**config.mk**
```make
export PLATFORM = sky130hd
export DESIGN_NAME = game_flow_controller
export DESIGN_NICKNAME = d
export VERILOG_FILES = /design/src/rtl/game_flow_controller.sv
export SDC_FILE = /design/constraint.sdc
export NUM_CORES = 1
export LEC_CHECK = 0
export ABC_AREA = 1
export CORE_MARGIN = 8
export CORE_UTILIZATION = 30
export DETAILED_ROUTE_END_ITERATION = 16
export PLACE_DENSITY = 0.45
export SLEW_MARGIN = 10
export SYNTH_ARGS = -nofsm -noshare
export SYNTH_HDL_FRONTEND = slang
export SYNTH_SLANG_ARGS = --single-unit
```
**constraint.sdc**
```tcl
create_clock -name clk -period 2 [get_ports clk]
set_clock_uncertainty 0.15 [all_clocks]
set_input_delay 0.3 -clock clk [delete_from_list [all_inputs] [get_ports clk]]
set_output_delay 0.3 -clock clk [all_outputs]
set_load 0.1 [all_outputs]
```
**src/rtl/game_flow_controller.sv**
```systemverilog
// Screen/stage sequencer: requests banners from the display datapath, holds finished
// banners for HOLD_CYCLES, and gates gameplay for stages 1..3 through win/lose/restart.
module game_flow_controller #(
    parameter int unsigned HOLD_CYCLES = 50_000_000
) (
    input  logic       clk,
    input  logic       resetn,
    input  logic       start_key,
    input  logic       stage_clear,
    input  logic       player_dead,
    input  logic       SAVE_GPA_done,
    input  logic       stage_1_begin_done,
    input  logic       stage_1_end_display_done,
    input  logic       stage_2_begin_done,
    input  logic       stage_2_end_display_done,
    input  logic       stage_3_begin_done,
    input  logic       stage_3_end_display_done,
    input  logic       WIN_done,
    input  logic       LOSE_done,
    output logic       wait_start,
    output logic       stage_1_begin,
    output logic       stage_1_done,
    output logic       stage_2_begin,
    output logic       stage_2_done,
    output logic       stage_3_begin,
    output logic       stage_3_done,
    output logic       win,
    output logic       game_over,
    output logic       play_enable,
    output logic [1:0] stage_num,
    output logic       display_rst
);

    localparam int unsigned CW = (HOLD_CYCLES > 1) ? $clog2(HOLD_CYCLES + 1) : 1;
    localparam logic [CW-1:0] HOLD_LOAD = CW'(HOLD_CYCLES - 1);

    typedef enum logic [4:0] {
        ST_START_DRAW = 5'd0,
        ST_START_WAIT = 5'd1,
        ST_S1_BEGIN   = 5'd2,
        ST_S1_BHOLD   = 5'd3,
        ST_S1_PLAY    = 5'd4,
        ST_S1_DONE    = 5'd5,
        ST_S1_DHOLD   = 5'd6,
        ST_S2_BEGIN   = 5'd7,
        ST_S2_BHOLD   = 5'd8,
        ST_S2_PLAY    = 5'd9,
        ST_S2_DONE    = 5'd10,
        ST_S2_DHOLD   = 5'd11,
        ST_S3_BEGIN   = 5'd12,
        ST_S3_BHOLD   = 5'd13,
        ST_S3_PLAY    = 5'd14,
        ST_S3_DONE    = 5'd15,
        ST_S3_DHOLD   = 5'd16,
        ST_WIN_DRAW   = 5'd17,
        ST_WIN_IDLE   = 5'd18,
        ST_LOSE_DRAW  = 5'd19,
        ST_LOSE_IDLE  = 5'd20,
        ST_RESTART    = 5'd21
    } state_t;

    // Output vector layout: {flags[8:0], play_enable, stage_num[1:0], display_rst}
    localparam logic [12:0] OUT_RESET = 13'h1000;

    state_t         state_r;
    state_t         state_nx_s;
    logic [CW-1:0]  hold_cnt_r;
    logic           hold_exp_s;
    logic [12:0]    out_nx_s;
    logic [12:0]    out_r;

    function automatic logic is_hold(input state_t s);
        case (s)
            ST_S1_BHOLD, ST_S1_DHOLD,
            ST_S2_BHOLD, ST_S2_DHOLD,
            ST_S3_BHOLD, ST_S3_DHOLD: return 1'b1;
            default:                  return 1'b0;
        endcase
    endfunction

    assign hold_exp_s = (hold_cnt_r == {CW{1'b0}});

    // Next-state logic
    always_comb begin
        state_nx_s = ST_START_DRAW;
        case (state_r)
            ST_START_DRAW: state_nx_s = SAVE_GPA_done ? ST_START_WAIT : ST_START_DRAW;
            ST_START_WAIT: state_nx_s = start_key ? ST_S1_BEGIN : ST_START_WAIT;
            ST_S1_BEGIN:   state_nx_s = stage_1_begin_done ? ST_S1_BHOLD : ST_S1_BEGIN;
            ST_S1_BHOLD:   state_nx_s = hold_exp_s ? ST_S1_PLAY : ST_S1_BHOLD;
            ST_S1_PLAY:    state_nx_s = player_dead ? ST_LOSE_DRAW :
                                        (stage_clear ? ST_S1_DONE : ST_S1_PLAY);
            ST_S1_DONE:    state_nx_s = stage_1_end_display_done ? ST_S1_DHOLD : ST_S1_DONE;
            ST_S1_DHOLD:   state_nx_s = hold_exp_s ? ST_S2_BEGIN : ST_S1_DHOLD;
            ST_S2_BEGIN:   state_nx_s = stage_2_begin_done ? ST_S2_BHOLD : ST_S2_BEGIN;
            ST_S2_BHOLD:   state_nx_s = hold_exp_s ? ST_S2_PLAY : ST_S2_BHOLD;
            ST_S2_PLAY:    state_nx_s = player_dead ? ST_LOSE_DRAW :
                                        (stage_clear ? ST_S2_DONE : ST_S2_PLAY);
            ST_S2_DONE:    state_nx_s = stage_2_end_display_done ? ST_S2_DHOLD : ST_S2_DONE;
            ST_S2_DHOLD:   state_nx_s = hold_exp_s ? ST_S3_BEGIN : ST_S2_DHOLD;
            ST_S3_BEGIN:   state_nx_s = stage_3_begin_done ? ST_S3_BHOLD : ST_S3_BEGIN;
            ST_S3_BHOLD:   state_nx_s = hold_exp_s ? ST_S3_PLAY : ST_S3_BHOLD;
            ST_S3_PLAY:    state_nx_s = player_dead ? ST_LOSE_DRAW :
                                        (stage_clear ? ST_S3_DONE : ST_S3_PLAY);
            ST_S3_DONE:    state_nx_s = stage_3_end_display_done ? ST_S3_DHOLD : ST_S3_DONE;
            ST_S3_DHOLD:   state_nx_s = hold_exp_s ? ST_WIN_DRAW : ST_S3_DHOLD;
            ST_WIN_DRAW:   state_nx_s = WIN_done ? ST_WIN_IDLE : ST_WIN_DRAW;
            ST_WIN_IDLE:   state_nx_s = start_key ? ST_RESTART : ST_WIN_IDLE;
            ST_LOSE_DRAW:  state_nx_s = LOSE_done ? ST_LOSE_IDLE : ST_LOSE_DRAW;
            ST_LOSE_IDLE:  state_nx_s = start_key ? ST_RESTART : ST_LOSE_IDLE;
            ST_RESTART:    state_nx_s = ST_START_DRAW;
            default:       state_nx_s = ST_START_DRAW;
        endcase
    end

    // Output decode of the upcoming state so registered outputs line up with state_r
    always_comb begin
        out_nx_s = 13'h0000;
        case (state_nx_s)
            ST_START_DRAW: out_nx_s = 13'h1000;
            ST_S1_BEGIN:   out_nx_s = {9'h080, 1'b0, 2'd1, 1'b0};
            ST_S1_BHOLD:   out_nx_s = {9'h000, 1'b0, 2'd1, 1'b0};
            ST_S1_PLAY:    out_nx_s = {9'h000, 1'b1, 2'd1, 1'b0};
            ST_S1_DONE:    out_nx_s = {9'h040, 1'b0, 2'd1, 1'b0};
            ST_S2_BEGIN:   out_nx_s = {9'h020, 1'b0, 2'd2, 1'b0};
            ST_S2_BHOLD:   out_nx_s = {9'h000, 1'b0, 2'd2, 1'b0};
            ST_S2_PLAY:    out_nx_s = {9'h000, 1'b1, 2'd2, 1'b0};
            ST_S2_DONE:    out_nx_s = {9'h010, 1'b0, 2'd2, 1'b0};
            ST_S3_BEGIN:   out_nx_s = {9'h008, 1'b0, 2'd3, 1'b0};
            ST_S3_BHOLD:   out_nx_s = {9'h000, 1'b0, 2'd3, 1'b0};
            ST_S3_PLAY:    out_nx_s = {9'h000, 1'b1, 2'd3, 1'b0};
            ST_S3_DONE:    out_nx_s = {9'h004, 1'b0, 2'd3, 1'b0};
            ST_WIN_DRAW:   out_nx_s = {9'h002, 1'b0, 2'd0, 1'b0};
            ST_LOSE_DRAW:  out_nx_s = {9'h001, 1'b0, 2'd0, 1'b0};
            ST_RESTART:    out_nx_s = {9'h000, 1'b0, 2'd0, 1'b1};
            default:       out_nx_s = 13'h0000;
        endcase
    end

    // State and registered output bank
    always_ff @(posedge clk or posedge resetn) begin
        if (resetn) begin
            state_r <= ST_START_DRAW;
            out_r   <= OUT_RESET;
        end else begin
            state_r <= state_nx_s;
            out_r   <= out_nx_s;
        end
    end

    // Hold timer: loaded on entry to a hold state, counts down without wrapping
    always_ff @(posedge clk or posedge resetn) begin
        if (resetn) begin
            hold_cnt_r <= {CW{1'b0}};
        end else if ((state_nx_s != state_r) && is_hold(state_nx_s)) begin
            hold_cnt_r <= HOLD_LOAD;
        end else if (is_hold(state_r) && !hold_exp_s) begin
            hold_cnt_r <= hold_cnt_r - CW'(1);
        end else begin
            hold_cnt_r <= hold_cnt_r;
        end
    end

    assign {wait_start, stage_1_begin, stage_1_done, stage_2_begin, stage_2_done,
            stage_3_begin, stage_3_done, win, game_over} = out_r[12:4];
    assign play_enable = out_r[3];
    assign stage_num   = out_r[2:1];
    assign display_rst = out_r[0];

endmodule

```
==> flow_summary.json <==
{
  "status": "finished, violations left",
  "failed_checks": "setup timing",
  "grt_overflow": 0,
  "ir_drop_mv": 1.11,
  "coreArea_mm2": 0.00959,
  "relSlewSlack": 0.732,
  "post-place-cells": 654,
  "area_growth_pct": 63.4,
  "worstMarginPinSlew_ns": 0.398,
  "routedWlPerCell_um": 13.3,
  "grt_pass1_wl_mm": 14.7,
  "p_int_w": 0.00323,
  "clock_latency_ns": 0.31,
  "met3_usage": 0.0258,
  "cts_root_buf": "clkbuf_8",
  "drv_cap": 0,
  "antenna_found_initial": 0,
  "start_kind": "flop",
  "finalNetCount": 575,
  "num_rows": 36,
  "antenna_cells": 0,
  "grt_max_degree": 45,
  "io_buffers": 26,
  "crit_path_top_delay_cell": "dfrtp_2",
  "fin_crit_sh": 1.22,
  "fmax_mhz": 410,
  "die_w_um": 114,
  "power_w": 0.00671,
  "worstPathBufferInverterCount": 1,
  "mostFrequentLayoutCells": "buf_4 (120), nand2_1 (76), inv_1 (50), nor2_1 (44), dfrtp_1 (38)",
  "syn_inst": 407,
  "cts_htree_levels": 2,
  "via_per_inst": 4.48,
  "ios": 27,
  "setup_ws_ns": -0.441,
  "slowest_delay_ns": 0.47,
  "drt_iter0_drc": 114,
  "slew_viol_final": 0,
  "use_met2": 0.231,
  "min_period_ns": 2.44,
  "synth_edf_count": 0,
  "worst_setup_path_end_kind": "flop",
  "ys_types": 33,
  "synth_nets": 422,
  "ant_nets": 0,
  "drc_errors": 0,
  "ys.flop_type": "dfrtp_1",
  "grt_use_met1": 0.178,
  "p_per_area_mw_per_mm2": 1410,
  "numClockSinks": 44,
  "fillers": 934,
  "die_area_mm2": 0.0131,
  "syn_avg_cell_area_um2": 7.14,
  "yosysSeqAreaShare": 0.379,
  "drt_first_pass_iters": 4,
  "cp.arrival_ns": 2.54,
  "synth_seq_cells": 44,
  "die_h_um": 114,
  "ys.warnings.count": 0,
  "power_switching_w": 0.00348,
  "critical_path.cell_chain": "nand2_1, nor2_2, nand3b_1, nand2_1, nor2_1, nand2_2, nor3_4, nand3_2, nand2_2, inv_4, nor2_8, nand2_8, nand2_1",
  "crit_type": "reg2reg",
  "finalSetupViolCount": 40,
  "numCtsBuffers": 5,
  "initial_core_util": 0.303,
  "clockBufferDepth": 2,
  "crit_family": "simple AND/OR/NAND/NOR gates",
  "switching_share": 0.518,
  "hold_class": "in2async",
  "drive_above_1_share": 0.444,
  "comb_power_share": 0.741,
  "grtUsageTotal": 0.138,
  "hold_buffers": 0,
  "grt_pass1_vias": 3125,
  "instances_no_fill": 694,
  "vias": 3111,
  "seqPwrFrac": 0.172,
  "top_usage_layer": "met2",
  "async_reset_ff_frac": 1.00,
  "p_leak_nw": 2.33,
  "hold_viol_final": 0,
  "hpwlAfterDp_mm": 6.20,
  "rsz0062_at_grt": "yes",
  "crit_top_cell": "nand2_1",
  "final_common_cell": "buf_4",
  "tritoncts": "built",
  "clockPowerShare": 0.087,
  "gp_congestion": 0.893,
  "cp.required_ns": 2.10,
  "clk_pin_slew_ns": 0.09,
  "mappedNetlistArea_mm2": 0.00291,
  "critPathMaxFanout": 9,
  "hold_ws_ns": 0.184,
  "wl_mm": 9.25
}
cells by family after synthesis:
group,count (synthesis),share of synthesized area
flip-flops,44,0.379
AND/OR/NAND/NOR,247,0.407
adder cells (fa/ha/maj),1,0.00430
buffers and inverters,70,0.0985
AO/OA/AOI/OAI,20,0.0353
XOR/XNOR,25,0.0753
through the flow:
| stage | setup WS [ns] | instance area (µm²) | TNS, ns | util |
|---|---|---|---|---|
| 2_1_floorplan | -0.205 | 2930 | -3.22 | - |
| 3_3_place_gp | -0.568 | 4030 | -17.19 | 0.420 |
| 3_5_place_dp | -0.639 | 4030 | -18.94 | 0.420 |
| 4_1_cts | -0.420 | 4440 | -12.12 | 0.463 |
| 5_1_grt | -0.631 | 4750 | -19.88 | 0.495 |
| 6_report | -0.441 | 4750 | -13.09 | 0.495 |
registers in the layout (all words and copies together), names as in the netlist:
| name | count |
|---|---|
| hold_cnt_r | 26 |
| out_r | 13 |
| state_r | 5 |
cell usage after synthesis (2+ instances only):
library cell / instances / area (µm²)
o21ai_1: 2 / 10.0
inv_2: 7 / 26.3
o21ai_0: 5 / 25.0
xnor2_1: 7 / 61.3
nor4_1: 2 / 12.5
nor3_1: 14 / 70.1
nor2_2: 14 / 87.6
nand2_4: 4 / 45.0
buf_6: 2 / 22.5
nor2_1: 54 / 203
a21oi_1: 12 / 60.1
nand3_1: 37 / 185
nor3_2: 2 / 20.0
xor2_1: 18 / 158
nand4_1: 11 / 68.8
nand2_1: 95 / 357
buf_4: 2 / 15.0
nand2_2: 4 / 25.0
nand3b_1: 3 / 22.5
dfrtp_1: 43 / 1080
inv_1: 57 / 214
tightest hold or removal path, cell delays in order:
cell	delay (ns)
clkdlybuf4s50_1	0.40
clkinv_1	0.07
buf_12	0.25
layout make-up:
class | count | area, µm² | share of cell area
Inverter | 64 | 248 | 0.0521
Tap cell | 133 | 166 | 0.0350
Multi-Input combinational cell | 298 | 1910 | 0.402
Clock buffer | 5 | 68.8 | 0.0145
Sequential cell | 44 | 1110 | 0.233
Clock inverter | 3 | 23.8 | 0.00500
Timing Repair Buffer | 147 | 1220 | 0.258
power by group through the flow:
stage / registers (W) / clock network (W) / logic, W
after floorplan: 0.00156 / 0 / 0.00174
after global placement: 0.00114 / 0 / 0.00339
after detailed placement: 0.00115 / 0 / 0.00337
after CTS: 0.00114 / 0.000604 / 0.00402
after global routing: 0.00117 / 0.000642 / 0.00534
final: 0.00115 / 0.000586 / 0.00497
timing repair:
| action | CTS | global route |
|---|---|---|
| gates resized for setup | 41 | 60 |
| endpoints found under the setup margin | 39 | 42 |
| setup buffers | 18 | 12 |
| cloned | 2 | 3 |
| pin swaps | 16 | 33 |
per-layer routing:
metal / part of all wire / vias to the layer above
met5: 0 / -
met4: 0.016 / 0
met3: 0.029 / 14
met2: 0.49 / 40
met1: 0.47 / 1471
li1: - / 1586
final timing paths:
path	startpoint	end	slack, ns	depth (start not counted)
min in group clk	hold_cnt_r[1]$_DFFE_PP0P_	hold_cnt_r[1]$_DFFE_PP0P_	0.40	2
max in group asynchronous	resetn	out_r[12]$_DFF_PP1_	1.25	3
min reg2reg	hold_cnt_r[1]$_DFFE_PP0P_	hold_cnt_r[1]$_DFFE_PP0P_	0.40	2
max	state_r[0]$_DFF_PP0_	hold_cnt_r[19]$_DFFE_PP0P_	-0.44	13
max reg2reg	state_r[0]$_DFF_PP0_	hold_cnt_r[19]$_DFFE_PP0P_	-0.44	13
min	resetn	out_r[11]$_DFF_PP0_	0.18	3
Note: power is estimated with default switching activity, not from simulation.
